### src/rtl/pipeline_pkg.sv
// rtl/pipeline_pkg.sv - shared funct3 codes, MEM-stage FSM encoding and XLEN helpers
package pipeline_pkg;

  localparam logic [2:0] F3_B  = 3'b000;
  localparam logic [2:0] F3_H  = 3'b001;
  localparam logic [2:0] F3_W  = 3'b010;
  localparam logic [2:0] F3_D  = 3'b011;
  localparam logic [2:0] F3_BU = 3'b100;
  localparam logic [2:0] F3_HU = 3'b101;
  localparam logic [2:0] F3_WU = 3'b110;

  typedef enum logic {
    S_IDLE = 1'b0,
    S_WAIT = 1'b1
  } mem_state_e;

  function automatic int strb_w(input int xlen);
    return xlen / 8;
  endfunction

  function automatic int lane_bits(input int xlen);
    return $clog2(xlen / 8);
  endfunction

endpackage

### src/rtl/mem_lane_align.sv
// rtl/mem_lane_align.sv - byte-lane placement, load extension and misalignment detect
module mem_lane_align
  import pipeline_pkg::*;
#(
  parameter int XLEN = 32
) (
  input  logic [2:0]        funct3_i,
  input  logic              is_store_i,
  input  logic [XLEN-1:0]   addr_i,
  input  logic [XLEN-1:0]   store_data_i,
  input  logic [XLEN-1:0]   rdata_i,
  output logic              misalign_o,
  output logic [XLEN/8-1:0] strb_o,
  output logic [XLEN-1:0]   waddr_o,
  output logic [XLEN-1:0]   wdata_o,
  output logic [XLEN-1:0]   load_data_o
);
  localparam int SW = strb_w(XLEN);
  localparam int LB = lane_bits(XLEN);

  logic [1:0]      size;
  logic            sgn;
  logic            bad;
  logic [LB-1:0]   off;
  logic [LB+2:0]   shamt;
  logic [2:0]      amask;
  logic [XLEN-1:0] size_mask;
  logic [XLEN-1:0] lane;
  logic [SW-1:0]   byte_mask;
  logic            msb;

  // Decode access size/sign, then move data between its byte lane and bit 0
  always_comb begin
    size = 2'd0;
    sgn  = 1'b0;
    bad  = 1'b0;
    case (funct3_i)
      F3_B:    begin size = 2'd0; sgn = 1'b1; end
      F3_H:    begin size = 2'd1; sgn = 1'b1; end
      F3_W:    begin size = 2'd2; sgn = 1'b1; end
      F3_D:    begin size = 2'd3; sgn = 1'b1; bad = (XLEN < 64); end
      F3_BU:   size = 2'd0;
      F3_HU:   size = 2'd1;
      F3_WU:   size = 2'd2;
      default: bad = 1'b1;
    endcase
    off       = addr_i[LB-1:0];
    shamt     = {off, 3'b000};
    amask     = 3'((4'd1 << size) - 4'd1);
    size_mask = XLEN'((65'd1 << (7'd8 << size)) - 65'd1);
    byte_mask = SW'((9'd1 << (4'd1 << size)) - 9'd1);
    misalign_o = bad | (|(addr_i[2:0] & amask));
    waddr_o    = addr_i & ~XLEN'(SW - 1);
    strb_o     = is_store_i ? (byte_mask << off) : '0;
    wdata_o    = (store_data_i & size_mask) << shamt;
    lane       = rdata_i >> shamt;
    case (size)
      2'd0:    msb = lane[7];
      2'd1:    msb = lane[15];
      2'd2:    msb = lane[31];
      default: msb = lane[XLEN-1];
    endcase
    load_data_o = (lane & size_mask) | ((sgn & msb) ? ~size_mask : '0);
  end

endmodule

### src/rtl/pipeline_mem_mc.sv
// rtl/pipeline_mem_mc.sv - MEM stage with variable-latency data memory; PIPELINE_MEM_TIMEOUT_EN adds a bus-error timeout
module pipeline_mem_mc
  import pipeline_pkg::*;
#(
  parameter int XLEN    = 32,
  parameter int RD_W    = 5,
  parameter int OP_W    = 6,
  parameter int TIMEOUT = 255
) (
  input  logic              clk,
  input  logic              reset,
  input  logic              valid_i,
  input  logic              is_load_i,
  input  logic              is_store_i,
  input  logic [OP_W-1:0]   opcode_i,
  input  logic [XLEN-1:0]   alu_out_i,
  input  logic [XLEN-1:0]   store_data_i,
  input  logic [RD_W-1:0]   rd_i,
  output logic              stall_o,
  output logic              dmem_req_o,
  output logic [XLEN/8-1:0] dmem_we_o,
  output logic [XLEN-1:0]   dmem_addr_o,
  output logic [XLEN-1:0]   dmem_wdata_o,
  input  logic              dmem_ready_i,
  input  logic [XLEN-1:0]   dmem_rdata_i,
  output logic              valid_o,
  output logic [OP_W-1:0]   opcode_o,
  output logic [XLEN-1:0]   alu_out_o,
  output logic [XLEN-1:0]   load_data_o,
  output logic [RD_W-1:0]   rd_o,
  output logic              misalign_o,
  output logic              bus_err_o
);
  localparam int SW = strb_w(XLEN);

  mem_state_e      state_q;
  logic [OP_W-1:0] op_h_q;
  logic [XLEN-1:0] alu_h_q;
  logic [XLEN-1:0] sdata_h_q;
  logic [RD_W-1:0] rd_h_q;
  logic            ld_h_q;
  logic            st_h_q;

  logic            in_wait;
  logic            mem_op;
  logic            issue;
  logic            tmo_hit;
  logic [OP_W-1:0] cur_op;
  logic [XLEN-1:0] cur_addr;
  logic [XLEN-1:0] cur_sdata;
  logic            cur_st;
  logic            al_mis;
  logic [SW-1:0]   al_strb;
  logic [XLEN-1:0] al_waddr;
  logic [XLEN-1:0] al_wdata;
  logic [XLEN-1:0] al_ldata;

  // Live EX inputs drive the aligner in IDLE; held copies drive it while an access is outstanding
  always_comb begin
    in_wait      = (state_q == S_WAIT);
    cur_op       = in_wait ? op_h_q    : opcode_i;
    cur_addr     = in_wait ? alu_h_q   : alu_out_i;
    cur_sdata    = in_wait ? sdata_h_q : store_data_i;
    cur_st       = in_wait ? st_h_q    : is_store_i;
    mem_op       = valid_i & (is_load_i | is_store_i);
    issue        = ~in_wait & mem_op & ~al_mis;
    dmem_req_o   = in_wait | issue;
    dmem_we_o    = dmem_req_o ? al_strb : '0;
    dmem_addr_o  = al_waddr;
    dmem_wdata_o = al_wdata;
    stall_o      = dmem_req_o & ~dmem_ready_i & ~tmo_hit;
  end

  mem_lane_align #(.XLEN(XLEN)) u_align (
    .funct3_i     (cur_op[2:0]),
    .is_store_i   (cur_st),
    .addr_i       (cur_addr),
    .store_data_i (cur_sdata),
    .rdata_i      (dmem_rdata_i),
    .misalign_o   (al_mis),
    .strb_o       (al_strb),
    .waddr_o      (al_waddr),
    .wdata_o      (al_wdata),
    .load_data_o  (al_ldata)
  );

  // FSM plus MEM/WB register: complete in IDLE when possible, else hold the instruction and write bubbles
  always_ff @(posedge clk or negedge reset) begin
    if (!reset) begin
      state_q     <= S_IDLE;
      op_h_q      <= '0;
      alu_h_q     <= '0;
      sdata_h_q   <= '0;
      rd_h_q      <= '0;
      ld_h_q      <= 1'b0;
      st_h_q      <= 1'b0;
      valid_o     <= 1'b0;
      opcode_o    <= '0;
      alu_out_o   <= '0;
      load_data_o <= '0;
      rd_o        <= '0;
      misalign_o  <= 1'b0;
    end else if (in_wait) begin
      if (dmem_ready_i || tmo_hit) begin
        state_q     <= S_IDLE;
        valid_o     <= 1'b1;
        opcode_o    <= op_h_q;
        alu_out_o   <= alu_h_q;
        rd_o        <= rd_h_q;
        misalign_o  <= 1'b0;
        load_data_o <= (ld_h_q && dmem_ready_i) ? al_ldata : '0;
      end else begin
        valid_o <= 1'b0;
      end
    end else if (issue && !dmem_ready_i) begin
      state_q   <= S_WAIT;
      valid_o   <= 1'b0;
      op_h_q    <= opcode_i;
      alu_h_q   <= alu_out_i;
      sdata_h_q <= store_data_i;
      rd_h_q    <= rd_i;
      ld_h_q    <= is_load_i;
      st_h_q    <= is_store_i;
    end else begin
      valid_o     <= valid_i;
      opcode_o    <= opcode_i;
      alu_out_o   <= alu_out_i;
      rd_o        <= rd_i;
      misalign_o  <= mem_op & al_mis;
      load_data_o <= (issue && is_load_i) ? al_ldata : '0;
    end
  end

`ifdef PIPELINE_MEM_TIMEOUT_EN
  localparam int CW = ($clog2(TIMEOUT + 1) > 8) ? $clog2(TIMEOUT + 1) : 8;

  logic [CW-1:0] wait_cnt_q;
  logic          bus_err_q;

  assign tmo_hit   = in_wait & (wait_cnt_q == CW'(TIMEOUT - 1));
  assign bus_err_o = bus_err_q;

  // Count WAIT cycles from zero on each entry; flag the MEM/WB entry written on expiry
  always_ff @(posedge clk or negedge reset) begin
    if (!reset) begin
      wait_cnt_q <= '0;
      bus_err_q  <= 1'b0;
    end else begin
      wait_cnt_q <= in_wait ? wait_cnt_q + 1'b1 : '0;
      bus_err_q  <= tmo_hit & ~dmem_ready_i;
    end
  end
`else
  assign tmo_hit   = 1'b0;
  assign bus_err_o = 1'b0;
`endif

endmodule

### config.mk
export PLATFORM = sky130hd
export DESIGN_NAME = pipeline_mem_mc
export DESIGN_NICKNAME = d
export VERILOG_FILES = /design/src/rtl/pipeline_pkg.sv /design/src/rtl/mem_lane_align.sv /design/src/rtl/pipeline_mem_mc.sv
export SDC_FILE = /design/constraint.sdc
export NUM_CORES = 1
export LEC_CHECK = 0
export CORE_MARGIN = 4
export CORE_UTILIZATION = 53
export CTS_BUF_LIST = sky130_fd_sc_hd__clkbuf_16
export CTS_CLUSTER_DIAMETER = 150
export DETAILED_ROUTE_END_ITERATION = 8
export DONT_BUFFER_PORTS = 1
export GPL_TIMING_DRIVEN = 0
export PLACE_DENSITY_LB_ADDON = 0.08
export SLEW_MARGIN = 15
export SYNTH_ARGS = -nofsm -noshare
export SYNTH_HDL_FRONTEND = slang
export SYNTH_SLANG_ARGS = --single-unit
### constraint.sdc
create_clock -name clk -period 13.76 [get_ports clk]
set_input_delay 4.128 -clock clk [delete_from_list [all_inputs] [get_ports clk]]
set_output_delay 4.128 -clock clk [all_outputs]
set_load 0.01 [all_outputs]
==> impl_metrics.csv, run 1 <==
group,metric,value,unit
status,status,"completed",
cts,cts.repair.resized,0,
die,die_area,18500,sq um
critical_path,slowest_delay,560,ps
yosys,ys_ff_latch,155,
global_routing,grt.total_usage,0.256,
detailed_routing,vias,6269,
final_layout,syn_to_final_growth,9.44,%
critical_path,cp-end-kind,"primary output",
sta,worst_pin_slew,1090,ps
sta,period_share,0.853,
yosys,syn_inst,757,
critical_path,reg2reg_slack,8260,ps
critical_path,cp_cell_sequence,"mux2_2 > inv_1 > ha_1 > nand2b_1 > o211ai_1 > inv_1 > clkbuf_1 > ha_1 > inv_1 > a32o_1 > or4_4 > o31a_1 > buf_6 > inv_2 > buf_2",
power_and_ir_drop,ir_drop,0.100,mV
cts,clk_pin_slew,60,ps
die,die_x,136,um
flow_run,cap_violations,0,
cts,clk_path_buf_depth,2,
sta,fin_worst_skew,9.72,ps
cts,clock_latency,420,ps
cts,clock_tree.root_cell,"clkbuf_16",
cts,numCtsBuffers,17,
global_routing,grt-ovfl-total,0,
sta,setup_tns,0,ps
worst_hold_path,holdCritPathClass,"reg2reg",
global_routing,grt_pass1_wl,36.7,mm
yosys,synth_area_leaders,"dfrtp_1 45%, mux2_2 18%, mux2i_1 5.2%",
sta,fmax,85.2,MHz
yosys,yosysMostFrequentCell,"dfrtp_1",
power_and_ir_drop,p_sw_frac,0.376,
sta,finalHoldViolations,0,
critical_path,reg2reg_to,"op_h_q[4]",
cts,cts_max_level,4,
global_routing,grt_pass1_vias,6494,
detailed_routing,route.detailed.drc,0,
critical_path,worstPathRequired,9630,ps
die,fp.coreArea,16000,sq um
sta,fin_crit,11730,ps
power_and_ir_drop,p_per_area,207,nW/um^2
sta,finalSetupViolCount,0,
cts,cts_tree,"done",
global_routing,grt_max_degree,156,
power_and_ir_drop,p_int,1.23,mW
final_layout,drive_above_1_share,0.327,
place,io_buffers,0,
final_layout,multi_input_area,4250,sq um
sta,finalMaxSlewViolations,0,
critical_path,cp.depth,15,
power_and_ir_drop,p_total,1.97,mW
detailed_routing,drtPass1Iterations,5,
yosys,syn_area,8690,sq um
final_layout,fillers,1361,
yosys,syn_area_per_cell,11.5,sq um
power_and_ir_drop,pwr-share-comb,0.388,
final_layout,num-nets-final,901,
detailed_routing,routedWlPerCell,23.7,um
critical_path,path_common_cell,"inv_1",
yosys,ys_types,52,
yosys,synthArstFlopShare,1.00,
place,gp_congestion,0.952,
critical_path,cp_slowest_cell,"or4_4",
die,io_pins,261,
power_and_ir_drop,leakagePower,4.09,nW
critical_path,crit_path_end,"stall_o",
yosys,synthFlopType,"dfrtp_1",
place,hpwl,18.2,mm
power_and_ir_drop,p_switching,0.739,mW
critical_path,crit_buf_inv,7,
critical_path,start_kind,"input pin",
die,rows,46,
yosys,synth_edf_count,0,
detailed_routing,viasPerCell,6.23,
yosys,synth.top_cells.by_count,"155 x dfrtp_1, 141 x mux2_2, 59 x nor2_1, 45 x mux2i_1, 42 x nand2_1",
power_and_ir_drop,pwr-share-seq,0.391,
critical_path,r2r_start,"in_wait",
sta,rsz0062_at_grt,"no",
die,die-height,136,um
cts,postCtsSetupBuffers,0,
critical_path,critPathKind,"in2out",
critical_path,critPathMaxFanout,10,
detailed_routing,drt_iter0_markers,339,
power_and_ir_drop,clockPowerShare,0.221,
yosys,synth_top_cell_by_area,"dfrtp_1",
critical_path,worstSetupStartpoint,"opcode_i[0]",
cts,cts_hold_buf,0,
detailed_routing,totalWireLength,23.9,mm
final_layout,n_antenna_cell,0,
yosys,yosys_warnings,0,
critical_path,r2r_cells,18,
detailed_routing,ant_nets,0,
yosys,yosysTopAreaCellShare,0.446,
final_layout,seq_area,3880,sq um
critical_path,crit_family,"buffers and inverters",
critical_path,arrival,7600,ps
global_routing,antenna_found_initial,0,
sta,relSlewSlack,0.268,
die,start_util,0.543,
yosys,seq_area_frac_synth,0.446,
cts,cts_sinks,155,
-- metrics by stage --
step | setup slack (ps) | instances | hold WS, ps | util | instance area (sq um)
6_report | 2030 | 1007 | 502 | 0.595 | 9510
5_1_grt | 1840 | 1007 | 522 | 0.595 | 9510
4_1_cts | 2060 | 1007 | 506 | 0.595 | 9510
3_5_place_dp | 2070 | 975 | 490 | 0.561 | 8970
3_3_place_gp | 2090 | 975 | 483 | 0.561 | 8970
2_1_floorplan | 2540 | 759 | 473 | - | 8700
-- sequential cells by signal, summed over array words and instances (netlist names) --
| name | cells |
|---|---|
| ld_h_q | 1 |
| misalign_o | 1 |
| alu_out_o | 32 |
| st_h_q | 1 |
| in_wait | 1 |
| op_h_q | 6 |
| alu_h_q | 32 |
| load_data_o | 32 |
| rd_h_q | 5 |
| rd_o | 5 |
| opcode_o | 6 |
| sdata_h_q | 32 |
| valid_o | 1 |
-- worst min-delay path by stage --
| stage | depth (start not counted) | to | startpoint | slack (ps) |
|---|---|---|---|---|
| global route | 1 | sdata_h_q[22] | sdata_h_q[22] | 520 |
| detailed placement | 1 | sdata_h_q[13] | sdata_h_q[13] | 490 |
| floorplan | 1 | ld_h_q | ld_h_q | 470 |
| CTS | 1 | sdata_h_q[13] | sdata_h_q[13] | 510 |
| global placement | 1 | rd_h_q[3] | rd_h_q[3] | 480 |
| finish | 1 | op_h_q[2] | op_h_q[2] | 500 |
-- routing by layer --
layer	GRT usage	vias to the layer above	share of wire
li1	-	2782	-
met1	0.314	3124	0.38
met2	0.409	315	0.48
met3	0.103	48	0.11
met4	0.0896	0	0.025
met5	0	-	0
-- placed cells by master, fill, tap and decap left out, types with 3 or more instances in the layout --
cell       Yosys  routed
o2111ai_1      3       3
o211ai_1       5       5
nor2_1        59      59
o32ai_1       10      10
o22ai_1        3       3
inv_6          0       4
buf_1          8       8
a32o_1         8       8
clkinv_4       0       3
clkbuf_1      26      26
nand2_1       42      42
a211oi_1       9       9
nand2b_1       4       4
clkinv_2       0       3
buf_2          9       9
o221ai_1      11      11
clkbuf_16      0      17
o2bb2ai_1     21      21
a221oi_1       9       9
dfrtp_1      155     155
ha_1          10      10
a21oi_1       36      36
mux2i_1       45      45
inv_1         19      20
buf_6          5       5
a31oi_1       15      15
o21ai_0        3       3
nor2b_1        3       3
mux2_4        29      29
mux2_2       141     141
conb_1         1       3
nor3_1         5       5
buf_4         36      36
or2_2          3       3
-- kinds of logic after synthesis --
family	synth area share
and+or+nand+nor	0.0659
other	0.000431
AOI/OAI and AO/OA	0.121
DFF	0.446
adders and majority gates	0.0144
buffers and inverters	0.0661
muxes	0.286
-- cell type report --
cell class,count,area share
Tap cell,216,0.0284
Clock buffer,17,0.0447
Inverter,20,0.00789
Multi-Input combinational cell,500,0.446
Buffer,84,0.0525
Sequential cell,155,0.408
Clock inverter,15,0.0124
-- power by group through the flow --
stage,clock (mW),combinational [mW],sequential [mW]
2_1_floorplan,0,0.612,0.738
3_3_place_gp,0,0.737,0.767
3_5_place_dp,0,0.758,0.778
4_1_cts,0.443,0.761,0.771
5_1_grt,0.465,0.825,0.792
6_report,0.435,0.763,0.769
Note: power is estimated with default switching activity, not from simulation.
==> inputs of run 2 (changes only) <==
CORE_UTILIZATION = 40   (was 53)
==> run 2 against run 1 <==
Effect of this change: first-iteration DRC count up 4.7%; worst hold slack worse by 0.67 ps; non-clock buffer count unchanged; utilization down 14 points; register-to-register slack about the same; critical endpoint unchanged.
==> impl_metrics.csv, run 2 (synthesis gave the netlist of run 1 again) <==
group,metric,value,unit
detailed_routing,vias,6145,
critical_path,crit_family,"buffers and inverters",
final_layout,layout_commonest_cell,"dfrtp_1",
die,die_area,24200,sq um
flow_run,cap_violations,0,
final_layout,drive_above_1_share,0.327,
cts,clock_tree.root_cell,"clkbuf_16",
critical_path,cp_cell_sequence,"mux2_2 > inv_1 > ha_1 > nand2b_1 > o211ai_1 > inv_1 > clkbuf_1 > ha_1 > inv_1 > a32o_1 > or4_4 > o31a_1 > buf_6 > inv_2 > buf_2",
final_layout,num-nets-final,901,
cts,cts_sinks,155,
final_layout,syn_to_final_growth,10.6,%
die,start_util,0.410,
sta,finalHoldViolations,0,
sta,fin_worst_skew,11.1,ps
cts,cts_max_level,4,
detailed_routing,drtPass1Iterations,8,
critical_path,cp_slowest_cell,"or4_4",
cts,postCtsSetupBuffers,0,
sta,period_share,0.853,
global_routing,grt.total_usage,0.207,
power_and_ir_drop,ir_drop,0.0866,mV
sta,fmax,85.1,MHz
sta,relSlewSlack,0.314,
worst_hold_path,holdCritPathClass,"reg2reg",
final_layout,n_antenna_cell,0,
place,placed_cell_area,9040,sq um
sta,rsz0062_at_grt,"no",
critical_path,cp-end-kind,"primary output",
sta,worst_pin_slew,1030,ps
place,gp_congestion,0.878,
final_layout,finalInstanceArea,9610,sq um
die,die-height,155,um
cts,clock_latency,420,ps
critical_path,path_common_cell,"inv_1",
global_routing,grt_pass1_wl,38.9,mm
cts,clk_path_buf_depth,2,
die,fp.coreArea,21200,sq um
critical_path,critPathMaxFanout,10,
die,rows,53,
sta,fin_crit,11740,ps
critical_path,worstPathRequired,9630,ps
place,hpwl,19.4,mm
cts,cts_tree,"done",
status,status,"completed",
global_routing,grt_pass1_vias,6463,
critical_path,start_kind,"input pin",
detailed_routing,routedWlPerCell,23.7,um
power_and_ir_drop,p_per_area,207,nW/um^2
sta,hold_ws,502,ps
die,die_x,155,um
global_routing,grt_max_degree,156,
detailed_routing,drt_iter0_markers,355,
detailed_routing,viasPerCell,5.76,
final_layout,final_cell_mix,"155 x dfrtp_1, 141 x mux2_2, 59 x nor2_1, 45 x mux2i_1, 42 x nand2_1",
die,io_pins,261,
critical_path,arrival,7620,ps
critical_path,slowest_delay,560,ps
sta,setup_tns,0,ps
detailed_routing,totalWireLength,25.3,mm
sta,finalMaxSlewViolations,0,
detailed_routing,ant_nets,0,
cts,clk_pin_slew,70,ps
cts,numCtsBuffers,17,
critical_path,crit_buf_inv,7,
cts,cts_hold_buf,0,
global_routing,antenna_found_initial,0,
place,io_buffers,0,
critical_path,critPathKind,"in2out",
global_routing,grt-ovfl-total,0,
sta,finalSetupViolCount,0,
detailed_routing,route.detailed.drc,0,
power_and_ir_drop,leakagePower,4.09,nW
cts,cts.repair.resized,0,
[run 2: path summary, 6_finish.rpt]
path	start	cells after the start	to	slack [ps]
min reg2reg	alu_h_q[3]	1	alu_h_q[3]	500
min	alu_h_q[3]	1	alu_h_q[3]	500
min in group asynchronous	reset	0	load_data_o[6]	3390
max in group asynchronous	reset	0	sdata_h_q[19]	10080
max	opcode_i[0]	15	stall_o	2020
max reg2reg	in_wait	18	op_h_q[1]	8270
[run 2: report_power, final]
| part | switching (mW) | total, mW | internal, mW |
|---|---|---|---|
| registers | 0.133 | 0.765 | 0.633 |
| logic | 0.402 | 0.763 | 0.360 |
| clock network | 0.206 | 0.458 | 0.252 |
[run 2: worst register-to-register path, stage by stage, from the launching register on]
cell,delay [ps]
dfrtp_1,340
buf_6,140
clkbuf_1,360
clkbuf_1,600
mux2_2,480
inv_1,100
ha_1,250
nand2b_1,210
o211ai_1,200
inv_1,110
clkbuf_1,280
ha_1,370
inv_1,40
a32o_1,250
or4_4,560
nor3_4,220
buf_4,270
buf_4,250
mux2_2,360
[run 2: layout make-up]
type	count	area, sq um
fill	2004	11600
multi-input combinational	500	4250
sequential	155	3880
buffer	84	499
clock buffer	17	425
tap	275	344
clock inverter	15	140
inverter	20	75.1
[run 2: metrics by stage]
step                utilization  power [mW]  setup slack, ps  std cells
global route              0.453        2.11             1820       1066
detailed placement        0.426        1.54             2020       1034
floorplan                     -        1.35             2540        759
finish                    0.453        1.99             2020       1066
global placement          0.426        1.52             2050       1034
CTS                       0.453        2.01             2010       1066
[run 2: routing by layer]
metal | global-route usage | share of wire | vias to the layer above
met3 | 0.0771 | 0.10 | 20
li1 | - | - | 2785
met1 | 0.259 | 0.40 | 3067
met4 | 0.0488 | 0.010 | 0
met5 | 0 | 0 | -
met2 | 0.341 | 0.49 | 273
==> inputs of run 3 (changes only) <==
CORE_MARGIN = not set   (was 4)
==> run 3 against run 2 <==
Effect of this change: register-to-register slack worse by 100 ps; worst setup slack worse by 96 ps; cell area is 0.22% higher; total power is 1.7% higher; critical path type unchanged; count of clock-buffer cells in the layout stayed put.
==> impl_metrics.csv, run 3 (synthesis gave the netlist of run 1 again) <==
group,metric,value,unit
status,status,"completed",
power_and_ir_drop,p_int,1.26,mW
power_and_ir_drop,pwr-share-seq,0.380,
cts,cts.repair.resized,0,
critical_path,cp-end-kind,"primary output",
critical_path,arrival,7710,ps
power_and_ir_drop,ir_drop,0.0857,mV
final_layout,finalInstanceArea,9630,sq um
global_routing,grt_max_degree,156,
critical_path,critPathKind,"in2out",
die,rows,53,
global_routing,grt.total_usage,0.227,
cts,clk_path_buf_depth,2,
sta,finalMaxSlewViolations,0,
sta,fin_crit,11840,ps
global_routing,grt_pass1_wl,38.3,mm
cts,cts_max_level,4,
cts,clock_latency,420,ps
sta,fin_worst_skew,12.6,ps
power_and_ir_drop,clockPowerShare,0.237,
final_layout,num-nets-final,901,
detailed_routing,routedWlPerCell,23.5,um
cts,clk_pin_slew,60,ps
cts,clock_tree.root_cell,"clkbuf_16",
sta,finalSetupViolCount,0,
place,io_buffers,0,
cts,numCtsBuffers,17,
detailed_routing,vias,6259,
global_routing,antenna_found_initial,0,
die,die_area,22300,sq um
die,io_pins,261,
flow_run,cap_violations,0,
detailed_routing,drt_iter0_markers,337,
final_layout,drive_above_1_share,0.328,
cts,cts_tree,"done",
die,fp.coreArea,21200,sq um
power_and_ir_drop,pwr-share-comb,0.383,
detailed_routing,viasPerCell,5.88,
final_layout,final_cell_mix,"155 x dfrtp_1, 141 x mux2_2, 59 x nor2_1, 45 x mux2i_1, 42 x nand2_1",
final_layout,layout_commonest_cell,"dfrtp_1",
critical_path,worstPathRequired,9630,ps
die,die_x,149,um
detailed_routing,drtPass1Iterations,5,
final_layout,n_antenna_cell,0,
sta,setup_tns,0,ps
sta,hold_ws,502,ps
final_layout,syn_to_final_growth,10.8,%
die,start_util,0.411,
die,die-height,149,um
detailed_routing,ant_nets,0,
sta,period_share,0.860,
sta,fmax,84.5,MHz
worst_hold_path,holdCritPathClass,"reg2reg",
global_routing,grt_pass1_vias,6613,
global_routing,grt-ovfl-total,0,
sta,relSlewSlack,0.288,
detailed_routing,route.detailed.drc,0,
critical_path,critPathMaxFanout,10,
critical_path,start_kind,"input pin",
cts,cts_hold_buf,0,
sta,rsz0062_at_grt,"no",
place,placed_cell_area,9040,sq um
power_and_ir_drop,leakagePower,4.11,nW
critical_path,slowest_delay,570,ps
power_and_ir_drop,p_switching,0.754,mW
place,hpwl,18.9,mm
critical_path,crit_buf_inv,7,
detailed_routing,totalWireLength,25.0,mm
critical_path,cp_slowest_cell,"or4_4",
sta,finalHoldViolations,0,
critical_path,crit_family,"buffers and inverters",
critical_path,r2r_cells,18,
cts,postCtsSetupBuffers,0,
critical_path,cp_cell_sequence,"mux2_2 > inv_1 > ha_1 > nand2b_1 > o211ai_1 > inv_1 > clkbuf_1 > ha_1 > inv_1 > a32o_1 > or4_4 > o31a_1 > buf_6 > inv_2 > buf_2",
sta,worst_pin_slew,1060,ps
critical_path,cp.depth,15,
critical_path,path_common_cell,"inv_1",
power_and_ir_drop,p_sw_frac,0.374,
worst_hold_path,hold_depth,1,
cts,cts_sinks,155,
place,gp_congestion,0.926,
power_and_ir_drop,p_per_area,210,nW/um^2
## run 3: cell count changes in the layout (fill, tap and decap cells not counted)
cell	change
clkinvlp_4	-2
clkinv_4	-2
clkinv_2	+1
bufinv_16	+1
inv_8	+2
inv_1	-1
## run 3: final timing paths
path | start | endpoint | slack, ps
max in group asynchronous | reset | alu_out_o[25] | 10170
setup reg to reg | in_wait | op_h_q[1] | 8170
setup / recovery | opcode_i[0] | stall_o | 1920
hold / removal | sdata_h_q[10] | sdata_h_q[10] | 500
hold reg to reg | sdata_h_q[10] | sdata_h_q[10] | 500
min in group asynchronous | reset | load_data_o[4] | 3390
## run 3: power groups by stage
stage	Sequential (mW)	Combinational [mW]	Clock, mW
after floorplan	0.738	0.612	0
after global placement	0.767	0.753	0
after detailed placement	0.776	0.772	0
after CTS	0.770	0.774	0.490
after global routing	0.790	0.835	0.508
final	0.767	0.774	0.478
## run 3: layout make-up
class / count / area, sq um
Inverter: 20 / 75.1
Fill cell: 1955 / 11500
Clock inverter: 14 / 161
Tap cell: 275 / 344
Sequential cell: 155 / 3880
Multi-Input combinational cell: 500 / 4250
Buffer: 84 / 499
Clock buffer: 17 / 425
## run 3: per-layer routing
| layer | up-vias | routed length (um) | global-route usage |
|---|---|---|---|
| met3 | 31 | 2350 | 0.0704 |
| met4 | 0 | 356 | 0.0663 |
| met1 | 3159 | 10100 | 0.284 |
| met2 | 283 | 12200 | 0.374 |
| li1 | 2786 | - | - |
| met5 | - | 0 | 0 |
## run 3: through the flow
| step | setup slack, ps | cells | utilization | power (mW) |
|---|---|---|---|---|
| final | 1920 | 1065 | 0.455 | 2.02 |
| after global routing | 1720 | 1065 | 0.455 | 2.13 |
| after CTS | 1950 | 1065 | 0.455 | 2.03 |
| after detailed placement | 1960 | 1034 | 0.428 | 1.55 |
| after global placement | 2020 | 1034 | 0.428 | 1.52 |
| after floorplan | 2540 | 759 | - | 1.35 |
## run 3: worst reg2reg max path, stage by stage, from the launching register on
cell	delay (ps)
dfrtp_1	360
buf_6	140
clkbuf_1	360
clkbuf_1	610
mux2_2	490
inv_1	100
ha_1	240
nand2b_1	200
o211ai_1	220
inv_1	120
clkbuf_1	300
ha_1	380
inv_1	40
a32o_1	240
or4_4	570
nor3_4	260
buf_4	270
buf_4	240
mux2_2	360
